`src/rtl/exp_ctrl_defs.sv`:
```
// Shared state codes and mux select constants
// for the exponential series sequencer.
package exp_ctrl_defs;

  localparam int ST_W = 3;

  typedef logic [ST_W-1:0] state_t;

  localparam state_t IDLE  = 3'd0;
  localparam state_t INIT  = 3'd1;
  localparam state_t MUL   = 3'd2;
  localparam state_t MWAIT = 3'd3;
  localparam state_t ADD   = 3'd4;
  localparam state_t DONE  = 3'd5;

  localparam logic SEL_ONE  = 1'b0;
  localparam logic SEL_PROD = 1'b1;

endpackage

```
`src/rtl/term_counter.sv`:
```
// Series term counter: clear/increment, flags
// the final term so increment never wraps.
module term_counter #(
  parameter int N_TERMS = 8,
  parameter int CNT_W   = 3
) (
  input  logic             clk,
  input  logic             rst,
  input  logic             clr,
  input  logic             inc,
  output logic [CNT_W-1:0] cnt,
  output logic             last
);

  localparam logic [CNT_W-1:0] LAST_V =
    CNT_W'(N_TERMS - 1);

  always_ff @(posedge clk or posedge rst) begin
    if (rst)
      cnt <= '0;
    else if (clr)
      cnt <= '0;
    else if (inc)
      cnt <= cnt + 1'b1;
  end

  assign last = (cnt == LAST_V);

endmodule

```
`src/rtl/exp_seq_controller.sv`:
```
// Sequencer for the Taylor-series exp datapath:
// drives load/select strobes and the multiplier handshake.
module exp_seq_controller
  import exp_ctrl_defs::*;
#(
  parameter int N_TERMS = 8,
  parameter int CNT_W   = 3
) (
  input  logic             clk,
  input  logic             rst,
  input  logic             start,
  input  logic             mulDone,
  output logic             ldX,
  output logic             ldTmp,
  output logic             selTmp,
  output logic             initSum,
  output logic             ldSum,
  output logic             mulStart,
  output logic [CNT_W-1:0] coefAddr,
  output logic             busy,
  output logic             done
);

  state_t           state;
  state_t           nxt;
  logic             cnt_clr;
  logic             cnt_inc;
  logic             cnt_last;
  logic [CNT_W-1:0] cnt;

  term_counter #(
    .N_TERMS (N_TERMS),
    .CNT_W   (CNT_W)
  ) u_cnt (
    .clk  (clk),
    .rst  (rst),
    .clr  (cnt_clr),
    .inc  (cnt_inc),
    .cnt  (cnt),
    .last (cnt_last)
  );

  always_ff @(posedge clk or posedge rst) begin
    if (rst)
      state <= IDLE;
    else
      state <= nxt;
  end

  always_comb begin
    nxt      = state;
    ldX      = 1'b0;
    ldTmp    = 1'b0;
    selTmp   = SEL_ONE;
    initSum  = 1'b0;
    ldSum    = 1'b0;
    mulStart = 1'b0;
    busy     = 1'b0;
    done     = 1'b0;
    cnt_clr  = 1'b0;
    cnt_inc  = 1'b0;
    case (state)
      IDLE: begin
        if (start)
          nxt = INIT;
      end
      INIT: begin
        ldX     = 1'b1;
        ldTmp   = 1'b1;
        selTmp  = SEL_ONE;
        initSum = 1'b1;
        busy    = 1'b1;
        cnt_clr = 1'b1;
        nxt     = MUL;
      end
      MUL: begin
        mulStart = 1'b1;
        busy     = 1'b1;
        nxt      = MWAIT;
      end
      MWAIT: begin
        busy = 1'b1;
        // product is captured in the same cycle the pulse arrives
        if (mulDone) begin
          ldTmp  = 1'b1;
          selTmp = SEL_PROD;
          nxt    = ADD;
        end
      end
      ADD: begin
        ldSum = 1'b1;
        busy  = 1'b1;
        if (cnt_last) begin
          nxt = DONE;
        end else begin
          cnt_inc = 1'b1;
          nxt     = MUL;
        end
      end
      DONE: begin
        done = 1'b1;
        busy = 1'b1;
        nxt  = IDLE;
      end
      default: nxt = IDLE;
    endcase
  end

  assign coefAddr = cnt;

endmodule

```
`config.mk`:
```
export PLATFORM = sky130hd
export DESIGN_NAME = exp_seq_controller
export DESIGN_NICKNAME = d
export VERILOG_FILES = /design/src/rtl/exp_ctrl_defs.sv /design/src/rtl/term_counter.sv /design/src/rtl/exp_seq_controller.sv
export SDC_FILE = /design/constraint.sdc
export NUM_CORES = 1
export LEC_CHECK = 0
export CORE_AREA = 2 2 39 41
export CTS_CLUSTER_DIAMETER = 150
export DETAILED_ROUTE_END_ITERATION = 6
export DIE_AREA = 0 0 41 43
export MAX_ROUTING_LAYER = met4
export PLACE_DENSITY = 0.69
export SLEW_MARGIN = 20
export SYNTH_ARGS = -nofsm -noshare
export SYNTH_HDL_FRONTEND = slang
export SYNTH_SLANG_ARGS = --single-unit
```
`constraint.sdc`:
```
create_clock -name clk -period 2.2 [get_ports clk]
set_input_delay 0.22 -clock clk [delete_from_list [all_inputs] [get_ports clk]]
set_output_delay 0.22 -clock clk [all_outputs]
set_load 0.01 [all_outputs]
```
==> out/metrics.cfg, run 1 <==
[placed_design]
port_buffers = 14
dp_hpwl_um = 586.8
pre_cts_ws_ps = 535.7
gp_congestion = 0.7208
place_inst = 70
dpl_cell_area_um2 = 549.3

[critical_path]
crit_path_max_fanout = 11
reg2reg_slack_ps = 750
critical_path_class = reg2out
crit_arrival_ps = 1670
rr_worst_depth = 5
cp_data_required_time_ps = 1980
r2r-end = u_cnt.cnt[2]$_DFFE_PP0P_
end_kind = output port
worstReg2RegStart = u_cnt.cnt[0]$_DFFE_PP0P_
startpoint_type = register

[yosys]
seq_area_frac_synth_pct = 36.14
syn_avg_cell_area_um2 = 9.660
yosys.area_share.xor_xnor_pct = 0
ys_ff_latch = 6
synth-compound-area-share_pct = 25.30
ys.warnings.count = 0
yosys.area_share.simple_pct = 22.59
synthAdderAreaFrac_pct = 6.024
synth_area_um2 = 415.4
syn_inst = 43
synth.area.mux_share_pct = 0
synth_nets = 49
synth_top_family_by_area = compound AO/OA/AOI/OAI gates
synth.distinct_cells = 22

[power]
p_clk_share_pct = 11.9
vdd_drop_max_uv = 518.3
comb_power_share_pct = 54.1
total_power_mw = 0.7870
power_leakage_nw = 0.2406
swShare_pct = 40.24
p_seq_share_pct = 33.9
power_density_nw_per_um2 = 1376
intPower_mw = 0.4703
power.switching_mw = 0.3167

[clock_tree]
cts.repair.resized = 0
htree_levels = 1
post_cts_buffers = 0
clk_latency_ps = 240
clk_path_buf_depth = 2
cts_buffers = 3
clk_pin_slew_ps = 40
clock-sinks = 6
cts_tree = done
hold_buffers = 0
cts_root_buf = clkbuf_4

[floorplan]
die_h_um = 43
fp.dieW_um = 41
row_count = 14
die-area_um2 = 1763
start_util_pct = 30.02
design.core.area_um2 = 1384
pin_count = 15

[finish]
drive_gt1_share_pct = 14.04
antenna_cells = 0
layout_common_cells = 14 x clkdlybuf4s50_1, 6 x dfrtp_1, 4 x a21oi_1
stdcell_count = 73
final_cell_area_um2 = 571.8
final_common_cell = clkdlybuf4s50_1
nFillCells = 146
layout.nets = 65
area_growth_syn_to_layout_pct = 37.65
utilization_pct = 41.32

[global_route]
grt_max_degree = 15
grt_pass1_vias = 321
grt_overflow_total = 0
grt_use_total_pct = 10.28
grt_pass1_wl_mm = 1.207
antenna_found_initial = 0

[timing]
max_freq_mhz = 529.0
final_hold_viol_count = 0
skew_ps = 1.708
drv_slew = 0
period_share_pct = 85.93
worst-slew-pin-transition_ps = 490.6
finalCriticalPeriod_ps = 1890
tns_ps = 0
setup_ws_ps = 309.5
rsz0062_at_grt = no
setup_viol = 0
holdWs_ps = 183.4
max_slew_margin_pct = 67.29

[detailed_routing]
vias = 350
ant_nets = 0
drt-total-wl_um = 720
remaining_drc_errors = 0
drtIter0Drc = 3
wl_per_cell_um = 9.863
dr.pass1.iters = 4
vias_per_cell = 4.795

[flow_run]
cap_violations = 0

[status]
status = finished, final reports clean

[min_path]
hp-class = in2async

==> synthesized netlist by cell type (all sizes together) <==
| library cell | count | area share, % |
|---|---|---|
| a21boi | 1 | 1.8 |
| a21oi | 4 | 4.8 |
| a22oi | 2 | 3.6 |
| and3 | 1 | 1.5 |
| buf | 3 | 6.3 |
| dfrtp | 6 | 36 |
| ha | 2 | 6.0 |
| inv | 4 | 3.6 |
| nand2 | 3 | 2.7 |
| nand2b | 1 | 1.5 |
| nor2 | 2 | 1.8 |
| nor2b | 1 | 1.5 |
| nor3 | 2 | 2.4 |
| nor3b | 2 | 7.5 |
| nor4b | 1 | 3.6 |
| o21ai | 4 | 4.8 |
| o2bb2ai | 3 | 6.3 |
| o41ai | 1 | 3.9 |
==> per-layer routing <==
layer	up-vias	part of all wire [%]	track usage [%]	wire (um)
li1	185	-	-	-
met1	157	44	12.91	318
met2	6	50	14.06	361
met3	2	2.9	3.141	21
met4	0	2.5	6.000	18
met5	-	0	-	0
==> power by group through the flow <==
stage                     Combinational (mW)  Sequential [mW]  Clock, mW
after floorplan                        0.314            0.219          0
after global placement                 0.428            0.267          0
after detailed placement               0.432            0.268          0
after CTS                              0.432            0.266      0.100
after global routing                   0.473            0.280      0.108
final                                  0.426            0.267     0.0940
==> flip-flops by register name (all words and copies together), names as in the netlist <==
| name | count |
|---|---|
| u_cnt.cnt | 3 |
| state | 3 |
==> cell type report <==
type	instances	area [um2]	area share, %
timing repair buffer	14	140.1	24.51
inverter	4	15.01	2.626
clock buffer	3	22.52	3.939
multi-input combinational	30	224.0	39.17
tap	16	20.02	3.501
sequential	6	150.1	26.26
==> kinds of logic (layout without fill, tap and decap cells) <==
family	Yosys count	count (layout)
compound gates	15	15
simple gates	13	13
buf+inv	7	21
flops	6	6
fa+ha+maj	2	2
==> worst max-delay path, stage by stage, from the launching register on <==
cell	delay, ps
dfrtp_1	550
nand2_1	170
nor2_1	150
clkdlybuf4s50_1	560
==> how the worst max path moves through the flow <==
stage	endpoint	slack, ps	startpoint	cells after the start
after floorplan	u_cnt.cnt[1]$_DFFE_PP0P_	820	u_cnt.cnt[0]$_DFFE_PP0P_	5
after global placement	ldTmp	550	mulDone	4
after detailed placement	selTmp	540	mulDone	4
after CTS	initSum	300	state[0]$_DFFE_PP0P_	3
after global routing	initSum	190	state[2]$_DFFE_PP0P_	4
final	initSum	310	state[0]$_DFFE_PP0P_	3
Note: power is estimated with default switching activity, not from simulation.
==> inputs of run 2 (changes only) <==
- SLEW_MARGIN: 20 -> not set
==> results of run 2 <==
Same layout as run 1: the final DEF is identical, and so are final timing and power.
==> inputs of run 3 (changes only) <==
- ABC_AREA: not set -> 1
- PLACE_DENSITY: 0.69 -> 0.67
==> out/metrics.cfg, run 3 <==
[yosys]
synth_most_common_cell = nand2_1
synth_area_um2 = 387.9
yosysTopAreaCellShare_pct = 38.71
synth_nets = 62
ys.warnings.count = 0
synth.distinct_cells = 17
ys.flop_type = dfrtp_1
synth_top_area_cell = dfrtp_1
ys_ff_latch = 6
ys_top_cells_by_count = 16 x nand2_1, 8 x inv_1, 6 x dfrtp_1
syn_inst = 56
seq_area_frac_synth_pct = 38.71
async_flop_share_pct = 100.0
syn_avg_cell_area_um2 = 6.926
synth_area_leaders = dfrtp_1 39%, nand2_1 15%, inv_1 7.7%
synth_edf_count = 0

[critical_path]
crit_chain = nor2_1 > nand2_1 > inv_1 > clkdlybuf4s50_1
critical-path-top-delay-family = buffers and inverters
crit_path_max_fanout = 7
crit_arrival_ps = 1630
cp.buffers_inverters = 2
end_kind = output port
startpoint_type = register
cp_data_required_time_ps = 1980
cpPeakStageDelay_ps = 530
critical_path_class = reg2out
slowest_stage = clkdlybuf4s50_1

[floorplan]
die-area_um2 = 1763
design.core.area_um2 = 1384
row_count = 14
start_util_pct = 28.03
fp.dieW_um = 41
die_h_um = 43
pin_count = 15

[placed_design]
pre_cts_ws_ps = 575.6
gp_congestion = 0.7496
port_buffers = 14
dp_hpwl_um = 611.4

[timing]
setup_viol = 0
skew_ps = 3.244
setup_ws_ps = 345.4
tns_ps = 0
period_share_pct = 84.30
max_freq_mhz = 539.2
holdWs_ps = 184.3
max_slew_margin_pct = 84.49
final_hold_viol_count = 0
worst-slew-pin-transition_ps = 232.6
drv_slew = 0
finalCriticalPeriod_ps = 1855
rsz0062_at_grt = no

[finish]
final_common_cell = nand2_1
layout_common_cells = 16 x nand2_1, 14 x clkdlybuf4s50_1, 8 x inv_1
nFillCells = 150
top_regs = state (3), u_cnt.cnt (3)
layout.nets = 80
area_growth_syn_to_layout_pct = 45.16
ff_latch_area_um2 = 150.1
multi_input_area_um2 = 185.2
drive_gt1_share_pct = 13.89
antenna_cells = 0

[power]
p_clk_share_pct = 13.1
comb_power_share_pct = 59.0
swShare_pct = 41.96
power_leakage_nw = 0.3056
vdd_drop_max_uv = 499.8
p_seq_share_pct = 27.9
intPower_mw = 0.4344
power_density_nw_per_um2 = 1329
power.switching_mw = 0.3140

[global_route]
grt_pass1_vias = 321
grt_use_total_pct = 10.19
grt_max_degree = 8
grt_overflow_total = 0
grt_pass1_wl_mm = 1.207
antenna_found_initial = 0

[clock_tree]
clk_latency_ps = 240
clock-sinks = 6
post_cts_buffers = 0
cts_tree = done
cts.repair.resized = 0
cts_root_buf = clkbuf_4
htree_levels = 1
cts_buffers = 3
clk_pin_slew_ps = 40
hold_buffers = 0
clk_path_buf_depth = 2

[flow_run]
cap_violations = 0

[detailed_routing]
dr.pass1.iters = 2
vias_per_cell = 4.318
ant_nets = 0
drtIter0Drc = 1
drt-total-wl_um = 742
vias = 380
wl_per_cell_um = 8.432
remaining_drc_errors = 0

[status]
status = finished, final reports clean

[min_path]
hp-class = in2async

[run 3: cell families after synthesis]
| group | synth area share [%] |
|---|---|
| AO/OA/AOI/OAI | 3.867 |
| adder cells (fa/ha/maj) | 6.451 |
| buffers and inverters | 13.55 |
| flip-flops | 38.71 |
| AND/OR/NAND/NOR | 37.42 |
[run 3: through the flow]
step / utilization (%) / power, mW / cell area (um2) / cells
3_5_place_dp: 39.06 / 0.6561 / 540.5 / 85
3_3_place_gp: 39.06 / 0.6517 / 540.5 / 85
5_1_grt: 40.69 / 0.8101 / 563.0 / 88
2_1_floorplan: - / 0.4622 / 387.9 / 56
6_report: 40.69 / 0.7484 / 563.0 / 88
4_1_cts: 40.69 / 0.7595 / 563.0 / 88
[run 3: worst paths after layout]
path / end / from / slack [ps] / cells past startpoint
max: initSum / state[2]$_DFFE_PP0P_ / 350 / 4
max reg2reg: u_cnt.cnt[0]$_DFFE_PP0P_ / u_cnt.cnt[0]$_DFFE_PP0P_ / 910 / 6
min: state[2]$_DFFE_PP0P_ / rst / 180 / 2
min in group clk: u_cnt.cnt[0]$_DFFE_PP0P_ / u_cnt.cnt[0]$_DFFE_PP0P_ / 530 / 1
max in group asynchronous: state[0]$_DFFE_PP0P_ / rst / 1830 / 2
min reg2reg: u_cnt.cnt[0]$_DFFE_PP0P_ / u_cnt.cnt[0]$_DFFE_PP0P_ / 530 / 1
[run 3: metal layers]
metal  up-vias  routed length, um  track usage, %
met5         -                  0               -
met4         0                 13           6.000
met3         2                 34           1.571
met2         8                371           15.94
met1       168                323           11.63
li1        202                  -               -
[run 3: power groups by stage]
stage	sequential, mW	clock, mW	combinational [mW]
final	0.209	0.0982	0.442
after floorplan	0.205	0	0.257
after global routing	0.216	0.108	0.485
after detailed placement	0.210	0	0.446
after CTS	0.208	0.102	0.449
after global placement	0.209	0	0.443
[run 3: area by class of cell]
type                       count  area share, %
multi-input combinational     37          32.89
timing repair buffer          14          24.89
inverter                      12          8.000
clock buffer                   3          4.000
tap                           16          3.556
sequential                     6          26.67
[run 3: worst register-to-register path, delay by kind of cell, from the launching register on]
family,cells,cell delay (ps)
AO/OA/AOI/OAI,1,70
buffers and inverters,1,70
flip-flops,1,410
AND/OR/NAND/NOR,2,240
adder cells (fa/ha/maj),2,390
